File: src/rtl/part_2_bridge_pkg.sv
// Shared types and constants for the partition-2 target-side link bridge.
//   state_t  : bridge FSM states
//   vec_t    : joined link vector {strobe/valid, data[7:0]}
//   SLOT_*   : link slot indices (three inbound vectors, one response)
package part_2_bridge_pkg;

    localparam int VEC_W = 9;

    typedef logic [VEC_W-1:0] vec_t;

    typedef enum logic [2:0] {
        IDLE,
        WAIT_RX,
        APPLY,
        CAPTURE,
        SEND,
        ERR
    } state_t;

    localparam logic [1:0] SLOT_IN0  = 2'd0;
    localparam logic [1:0] SLOT_IN1  = 2'd1;
    localparam logic [1:0] SLOT_IN2  = 2'd2;
    localparam logic [1:0] SLOT_RESP = 2'd3;

endpackage

File: src/rtl/part_2_edge_det.sv
// Rising-edge detector for a slow clock sampled in the utility clock domain.
//   clk, rst_n : utility clock, asynchronous active-low reset
//   level      : slow signal to watch (mission clock)
//   rise       : one-cycle strobe for every sampled 0->1 transition
module part_2_edge_det (
    input  logic clk,
    input  logic rst_n,
    input  logic level,
    output logic rise
);

    logic d1;
    logic d2;

    // NOTE: sequential state uses non-blocking assignments so d2 sees the
    // old d1 and the two flops behave as a shift register.
    always_ff @(posedge clk or negedge rst_n) begin
        if (!rst_n) begin
            d1 <= 1'b0;
            d2 <= 1'b0;
        end else begin
            d1 <= level;
            d2 <= d1;
        end
    end

    assign rise = d1 & ~d2;

endmodule

File: src/rtl/part_2_targ_bridge.sv
// Target-side end of the partition-2 co-simulation link.
// Collects joined vectors for slots 0..2, applies them to the target once per
// mission clock edge, captures the target's {valid,o_data} and returns it on
// slot 3. The mission clock generator is frozen while inbound vectors or the
// outbound handshake are outstanding.
//   clk_i, rst_ni                 : utility clock, async active-low reset
//   clk_mission_i                 : mission clock, sampled on clk_i
//   rx_valid_i/rx_ready_o/rx_slot_i/rx_data_i : inbound link channel
//   tx_valid_o/tx_ready_i/tx_slot_o/tx_data_o : outbound link channel
//   wen0..2_o, i_data0..2_o       : unpacked target inputs
//   valid_i, o_data_i             : target response
//   freeze_clk_o                  : holds the mission clock generator
//   wd_err_o, ovr_err_o           : sticky watchdog / edge-overrun errors
module part_2_targ_bridge
    import part_2_bridge_pkg::*;
#(
    parameter int W            = 9,
    parameter int SETTLE       = 1,
    parameter int WATCHDOG_MAX = 10000,
    parameter int WD_W         = 14
) (
    input  logic         clk_i,
    input  logic         rst_ni,
    input  logic         clk_mission_i,
    input  logic         rx_valid_i,
    output logic         rx_ready_o,
    input  logic [1:0]   rx_slot_i,
    input  logic [W-1:0] rx_data_i,
    output logic         tx_valid_o,
    input  logic         tx_ready_i,
    output logic [1:0]   tx_slot_o,
    output logic [W-1:0] tx_data_o,
    output logic         wen0_o,
    output logic         wen1_o,
    output logic         wen2_o,
    output logic [7:0]   i_data0_o,
    output logic [7:0]   i_data1_o,
    output logic [7:0]   i_data2_o,
    input  logic         valid_i,
    input  logic [7:0]   o_data_i,
    output logic         freeze_clk_o,
    output logic         wd_err_o,
    output logic         ovr_err_o
);

    localparam logic [WD_W-1:0] WD_LAST     = WD_W'(WATCHDOG_MAX - 1);
    localparam logic [3:0]      SETTLE_LAST = 4'(SETTLE - 1);

    state_t          state;
    logic [2:0]      flags;
    vec_t            hold [3];
    logic [WD_W-1:0] wd;
    logic [3:0]      settle_cnt;
    logic            edge_pending;
    logic            out_en;
    logic            strobe;
    logic            rx_fire;
    logic            apply;
    logic [3:0]      busy;
    logic [3:0]      slot_hot;
    logic [2:0]      flag_set;

    part_2_edge_det u_edge_det (
        .clk   (clk_i),
        .rst_n (rst_ni),
        .level (clk_mission_i),
        .rise  (strobe)
    );

    // Slot 3 is never busy: response-slot vectors are accepted and dropped.
    // out_en keeps the combinational handshake/slot outputs at 0 during reset.
    assign busy       = {1'b0, flags};
    assign rx_ready_o = out_en && (state != ERR) && !busy[rx_slot_i];
    assign rx_fire    = rx_valid_i && rx_ready_o;
    assign slot_hot   = 4'b0001 << rx_slot_i;
    assign flag_set   = rx_fire ? slot_hot[2:0] : 3'b000;
    assign apply      = (state == WAIT_RX) && (flags == 3'b111);
    assign tx_slot_o  = out_en ? SLOT_RESP : 2'b00;

    // Freeze is driven from the live handshake condition so the mission clock
    // is released in the same cycle the last slot or the tx_ready arrives.
    assign freeze_clk_o = ((state == WAIT_RX) && !apply)
                       || ((state == SEND) && !tx_ready_i)
                       || (state == ERR);

    // NOTE: hold is plain data qualified by flags, so it carries no reset.
    always_ff @(posedge clk_i) begin
        for (int i = 0; i < 3; i++) begin
            if (flag_set[i]) hold[i] <= rx_data_i;
        end
    end

    always_ff @(posedge clk_i or negedge rst_ni) begin
        if (!rst_ni) begin
            state        <= IDLE;
            flags        <= 3'b000;
            wd           <= '0;
            settle_cnt   <= '0;
            edge_pending <= 1'b0;
            out_en       <= 1'b0;
            tx_valid_o   <= 1'b0;
            tx_data_o    <= '0;
            wen0_o       <= 1'b0;
            wen1_o       <= 1'b0;
            wen2_o       <= 1'b0;
            i_data0_o    <= '0;
            i_data1_o    <= '0;
            i_data2_o    <= '0;
            wd_err_o     <= 1'b0;
            ovr_err_o    <= 1'b0;
        end else begin
            out_en <= 1'b1;
            // A vector landing in the apply cycle survives the clear.
            flags  <= (apply ? 3'b000 : flags) | flag_set;

            // Outside IDLE one edge may be queued; a second one is dropped.
            if (strobe && (state != IDLE)) begin
                if (edge_pending) ovr_err_o <= 1'b1;
                edge_pending <= 1'b1;
            end

            case (state)
                IDLE: begin
                    if (strobe || edge_pending) begin
                        state        <= WAIT_RX;
                        wd           <= '0;
                        // Queued edge starts now; a coincident fresh edge stays queued.
                        edge_pending <= strobe && edge_pending;
                    end
                end
                WAIT_RX: begin
                    if (apply) begin
                        state      <= APPLY;
                        settle_cnt <= '0;
                        wen0_o     <= hold[SLOT_IN0][VEC_W-1];
                        i_data0_o  <= hold[SLOT_IN0][7:0];
                        wen1_o     <= hold[SLOT_IN1][VEC_W-1];
                        i_data1_o  <= hold[SLOT_IN1][7:0];
                        wen2_o     <= hold[SLOT_IN2][VEC_W-1];
                        i_data2_o  <= hold[SLOT_IN2][7:0];
                    end else if (wd == WD_LAST) begin
                        state    <= ERR;
                        wd_err_o <= 1'b1;
                    end else begin
                        wd <= wd + 1'b1;
                    end
                end
                APPLY: begin
                    if (settle_cnt == SETTLE_LAST) state <= CAPTURE;
                    else                           settle_cnt <= settle_cnt + 1'b1;
                end
                CAPTURE: begin
                    tx_data_o  <= {valid_i, o_data_i};
                    tx_valid_o <= 1'b1;
                    state      <= SEND;
                end
                SEND: begin
                    if (tx_ready_i) begin
                        tx_valid_o <= 1'b0;
                        state      <= IDLE;
                    end else if (wd == WD_LAST) begin
                        tx_valid_o <= 1'b0;
                        state      <= ERR;
                        wd_err_o   <= 1'b1;
                    end else begin
                        wd <= wd + 1'b1;
                    end
                end
                ERR: begin
                    tx_valid_o <= 1'b0;
                end
                default: state <= IDLE;
            endcase
        end
    end

endmodule

File: config.mk
export PLATFORM = sky130hd
export DESIGN_NAME = part_2_targ_bridge
export DESIGN_NICKNAME = d
export VERILOG_FILES = /design/src/rtl/part_2_bridge_pkg.sv /design/src/rtl/part_2_edge_det.sv /design/src/rtl/part_2_targ_bridge.sv
export SDC_FILE = /design/constraint.sdc
export NUM_CORES = 1
export LEC_CHECK = 0
export CORE_MARGIN = 8
export CORE_UTILIZATION = 25
export DETAILED_ROUTE_END_ITERATION = 12
export GPL_ROUTABILITY_DRIVEN = 0
export PLACE_DENSITY = 0.43
export SKIP_CTS_REPAIR_TIMING = 1
export SLEW_MARGIN = 20
export SYNTH_ARGS = -nofsm -noshare
export SYNTH_HDL_FRONTEND = slang
export SYNTH_HIERARCHICAL = 1
export SYNTH_SLANG_ARGS = --single-unit
File: constraint.sdc
create_clock -name clk_i -period 2.25 [get_ports clk_i]
set_input_delay 0.3375 -clock clk_i [delete_from_list [all_inputs] [get_ports clk_i]]
set_output_delay 0.3375 -clock clk_i [all_outputs]
set_load 0.02 [all_outputs]
# Yosys cells after proc, flatten, opt, wreduce, memory -nomap -nowiden
# Memory sizes are Yosys's and may differ from the RTL's. A register that Yosys moved wholly into a read port is not among the register bits.
# Index checks and enable logic that the tools add are counted.
# op_classes
addsub	2
n_mul	0
div_mod_pow	0
magnitude_cmp	1
eq_ne	15
shift	1
muxes	35
bitwise_logic	4
reduce_logical	31
# op_table
operator	n
two-way mux 14 bit	4
one-hot mux 14 bit (3 select lines)	1
two-way mux 3 bit	7
one-hot mux 3 bit (6 select lines)	1
two-way mux 1 bit	15
adder 14 x 1 -> 14 bit, second input constant	1
== test 14 bit, second input constant	1
!= test 2 bit, second input constant	6
== test 3 bit, second input constant	3
AND reduction 3 bit	3
nonzero test 3 bit	3
logical AND 1 bit	8
two-way mux 4 bit	2
one-hot mux 4 bit (2 select lines)	1
== test 3 x 2 -> 1 bit, second input constant	2
logical NOT 1 bit	6
AND reduction 2 bit	3
adder 4 x 1 -> 4 bit, second input constant	1
logical NOT 4 bit	1
AND reduction 4 bit	1
nonzero test 2 bit	2
== test 3 x 1 -> 1 bit, second input constant	1
logical NOT 3 bit	1
logical OR 1 bit	3
other kinds (11)	12
# word_totals
reg_bits	40
latch_bits	0
ramBits	27
romBits	0
wordCells	102
mem_count	1
# memory_table
name	words	width	read_ports	rd_ports_with_merged_regs	wr	line	source
hold	3	9	3	3	3	part_2_targ_bridge.sv:51	vec_t hold [3];

# Depth between registers and ports, before layout
# depth
ltp_word	8
mapped_depth	7
depth_no_buf	6

# Hierarchy
# Netlist, hierarchy kept.
# by_module_without_submodules
mod	n_inst	cells_each	area_each_um2	seq_area_each_um2
part_2_targ_bridge	1	338	3797.4	2437.3
part_2_edge_det	1	3	63.8	50.0

# Worst setup path before layout
# Ideal clock, no wire load.
# synth_path
path_kind	register to register
start	reg state[0]
end	mem hold[0][18] (netlist bit) (enable)
setup_ns	0.391
arrival_ns	2.014
required_ns	1.859
path_slack_ns	-0.155
path_stages_with_launch	6
period_less_slack_ns	2.405
path_cell_list	dfrtp_1 -> buf_2 -> nand2_1 -> o21ai_0 -> or3b_2 -> nor3b_1
# synth_rtl
element	line	source
start, declared	part_2_targ_bridge.sv:49	state_t state;
start signal, assigned	part_2_targ_bridge.sv:95	state <= IDLE;
start signal, assigned	part_2_targ_bridge.sv:125	state <= WAIT_RX;
start signal, assigned	part_2_targ_bridge.sv:133	state <= APPLY;
end, declared	part_2_targ_bridge.sv:51	

# Worst setup path in the final report
# layout_path
start	reg wd[0]
end	reg wd[9]
# layout_between
elab_chain_cells	4
word_cells_on_any_way	6
# layout_rtl
element	line	source
start, declared	part_2_targ_bridge.sv:52	logic [WD_W-1:0] wd;
start signal, assigned	part_2_targ_bridge.sv:145	wd <= wd + 1'b1;
start signal, assigned	part_2_targ_bridge.sv:166	wd <= wd + 1'b1;
adder 14 x 1 -> 14 bit / == test 14 bit (equally long branches)	--	
two-way mux 14 bit (*)	part_2_targ_bridge.sv:141, part_2_targ_bridge.sv:161	
two-way mux 14 bit, on equally long branches	part_2_targ_bridge.sv:158, part_2_targ_bridge.sv:132	
one-hot mux 14 bit (3 select lines) (*)	part_2_targ_bridge.sv:122	case (state)
# Every way passes the cells marked *; elsewhere a longest branch is shown, timed or not. The select of a mux whose other input is x is not followed.
# A chain may end at the register's enable or synchronous reset.

==> flow_metrics.env <==
export IMPL_async_reset_ff_share_pct=71.3
export IMPL_cts_tree="built"
export IMPL_r2r_start="wd[0]$_DFFE_PN0P_"
export IMPL_fin_crit_ps=2070
export IMPL_crit_fanout=6
export IMPL_worst_slew_pin_slew_ps=583
export IMPL_cellPowerDensity_nw_per_um2=656
export IMPL_synth_compound_area_share_pct=8.10
export IMPL_clock_path_buffers=2
export IMPL_ys_ff_latch=94
export IMPL_drive_gt1_share_pct=14.1
export IMPL_design_final_nets=455
export IMPL_dp_hpwl_um=6720
export IMPL_io_buffers=67
export IMPL_insertion_delay_ps=350
export IMPL_coreArea_um2=15100
export IMPL_fp_dieW_um=140
export IMPL_wl_per_cell_um=15.2
export IMPL_final_cells=620
export IMPL_postSynthCellCount=341
export IMPL_wirelength_um=9400
export IMPL_rsz0062_at_grt="false"
export IMPL_cts_htree_levels=3
export IMPL_start_util_pct=25.5
export IMPL_startpoint_type="register"
export IMPL_cts_sinks=94
export IMPL_synth_seq_area_share_pct=64.4
export IMPL_reg2reg_to="wd[9]$_DFFE_PN0P_"
export IMPL_synthMuxAreaShare_pct=3.69
export IMPL_yosys_area_top_type_share_pct=43.4
export IMPL_setup_worst_path_end_class="register"
export IMPL_fin_skew_ps=8.97
export IMPL_max_freq_mhz=483
export IMPL_synth_ff_type="dfrtp_1"
export IMPL_antennaDiodeCount=0
export IMPL_synth_area_um2=3860
export IMPL_dpl_cell_count=603
export IMPL_synth_area_leaders="dfrtp_1 43%, edfxtp_1 21%, nand2_1 9.4%"
export IMPL_fin_crit_sh_pct=92.1
export IMPL_dieArea_um2=19700
export IMPL_drv_cap=0
export IMPL_ios=68
export IMPL_row_count=45
export IMPL_fill_cells=1481
export IMPL_synth_nets=369
export IMPL_grt_antenna_before_repair=0
export IMPL_setup_viol=0
export IMPL_die_h_um=140
export IMPL_synth_xor_area_share_pct=0.454
export IMPL_drv_slew=0
export IMPL_leakagePower_uw=0.00226
export IMPL_reg2reg_depth=6
export IMPL_clock_tree_root_cell="clkbuf_16"
export IMPL_drt_initial_drc_count=168
export IMPL_status="finished, final reports clean"
export IMPL_crit_type="reg -> reg"
export IMPL_grt_max_degree=37
export IMPL_rrSetupSlack_ps=180
export IMPL_ir_drop_uv=328
export IMPL_hold_path_class="in -> async"
export IMPL_grt_pass1_vias=2944
export IMPL_synth_largest_area_cell="dfrtp_1"
export IMPL_synth_edff_count=27
export IMPL_grt_usage_pct=10.3
export IMPL_arrival_ps=2300
export IMPL_design_area_um2=5180
export IMPL_required_ps=2480
export IMPL_hold_ws_ps=360
export IMPL_dr_pass1_iters=4
export IMPL_relSlewSlack_pct=61.0
export IMPL_synth_simple_area_share_pct=19.8
export IMPL_grt_ovfl_total=0
export IMPL_synth_area_per_cell_um2=11.3
export IMPL_viasPerCell=4.51
export IMPL_syn2layout_area_growth_pct=34.2
export IMPL_vias=2798
export IMPL_placed_area_um2=4880
export IMPL_regArea_um2=2490
export IMPL_numCtsBuffers=9
export IMPL_ant_nets=0
export IMPL_multiInputGateArea_um2=1290
export IMPL_drc=0
export IMPL_synth_top_family_by_area="simple AND/OR/NAND/NOR gates"
export IMPL_grt_first_pass_wirelength_um=15900
export IMPL_hold_violations=0
export IMPL_clk_pin_slew_ps=70
export IMPL_synthAdderAreaFrac_pct=0.972
export IMPL_ys_types=51
export IMPL_ys_warn_count=6
[layout by cell type, fill, tap and decap left out, drive strengths merged, types with 3 or more instances in the layout]
cell type / Yosys / layout
nand2: 97 / 97
dfrtp: 67 / 67
clkdlybuf4s50: 0 / 64
edfxtp: 27 / 27
buf: 7 / 22
nor2: 16 / 16
o21ai: 10 / 10
nand3: 10 / 10
mux2: 10 / 10
clkbuf: 7 / 9
inv: 5 / 9
a21oi: 8 / 8
a21o: 6 / 6
nor2b: 6 / 6
nor3: 6 / 6
and3: 5 / 5
or3: 5 / 5
nand4: 4 / 4
a31oi: 4 / 4
o22a: 4 / 4
mux2i: 3 / 3
ha: 3 / 3
[critical path: stages, from the launching register on]
cell     delay (ps)
dfrtp_1         410
ha_1            240
nand3_1         210
nor4_1          110
o22a_2          270
or2b_2          360
a221o_1         360
[worst max-delay path by stage]
stage / startpoint / to / slack [ps]
finish: wd[0]$_DFFE_PN0P_ / wd[9]$_DFFE_PN0P_ / 180
global route: wd[0]$_DFFE_PN0P_ / wd[9]$_DFFE_PN0P_ / 30
CTS: state[0]$_DFFE_PN0P_ / rx_ready_o / -180
detailed placement: rx_slot_i[1] / rx_ready_o / -80
global placement: rx_slot_i[1] / rx_ready_o / -60
floorplan: state[0]$_DFFE_PN0P_ / hold[0][10]$_DFFE_PP_ / 140
[power by group]
| part | leakage (uW) | switching [uW] | internal (uW) |
|---|---|---|---|
| Sequential | 0.00109 | 15.6 | 1770 |
| Combinational | 0.00102 | 65.9 | 78.2 |
| Clock | 0.000140 | 694 | 772 |
[cell type report]
cell class | instances | share of cell area (%)
well taps | 188 | 4.54
clock buffers | 9 | 4.35
clock inverters | 7 | 1.18
multi-input cells | 228 | 24.9
inverters | 5 | 0.362
flip-flops and latches | 94 | 48.0
repair buffers | 89 | 16.7
[state kept, by name, summed over array words and instances, names as in the netlist, 3 cells and up]
register / cells
state: 3
settle_cnt: 4
flags: 3
hold: 27
i_data0_o: 8
tx_data_o: 9
wd: 14
i_data2_o: 8
i_data1_o: 8
[cell usage after synthesis (3+ instances only)]
cell	count
nand2_1	97
dfrtp_1	67
edfxtp_1	27
nor2_1	16
mux2_2	10
nand3_1	10
o21ai_0	10
a21oi_1	8
clkbuf_1	7
a21o_1	6
nor3_1	6
and3_1	5
inv_1	5
nor2b_1	5
or3_1	5
a31oi_1	4
nand4_1	4
ha_1	3
mux2i_1	3
o22a_1	3
[metal layers]
layer,GRT usage [%],vias up,part of all wire [%],wire (um)
met5,0,-,0,0
met4,3.60,0,1.3,120
met3,4.59,11,6.9,653
met2,15.7,59,45,4190
met1,12.7,1379,47,4440
li1,-,1349,-,-
[logic make-up (layout without fill, tap and decap cells)]
kind of cell | count (synthesis) | count (layout)
other | 1 | 1
xor gates and xnor gates | 2 | 2
DFF | 94 | 94
buffers and inverters | 19 | 110
AOI/OAI and AO/OA | 46 | 46
and+or+nand+nor | 163 | 163
adders and majority gates | 3 | 3
muxes | 13 | 13
[metrics by stage]
step	worst slack [ps]	TNS [ps]	total power (uW)	util [%]
after floorplan	140	0	1860	-
after global placement	-63.9	-63.9	1970	32.2
after detailed placement	-82.8	-82.8	1970	32.2
after CTS	-181	-326	3470	34.1
after global routing	32.2	0	3570	34.2
final	178	0	3400	34.2
Note: power is estimated with default switching activity, not from simulation.
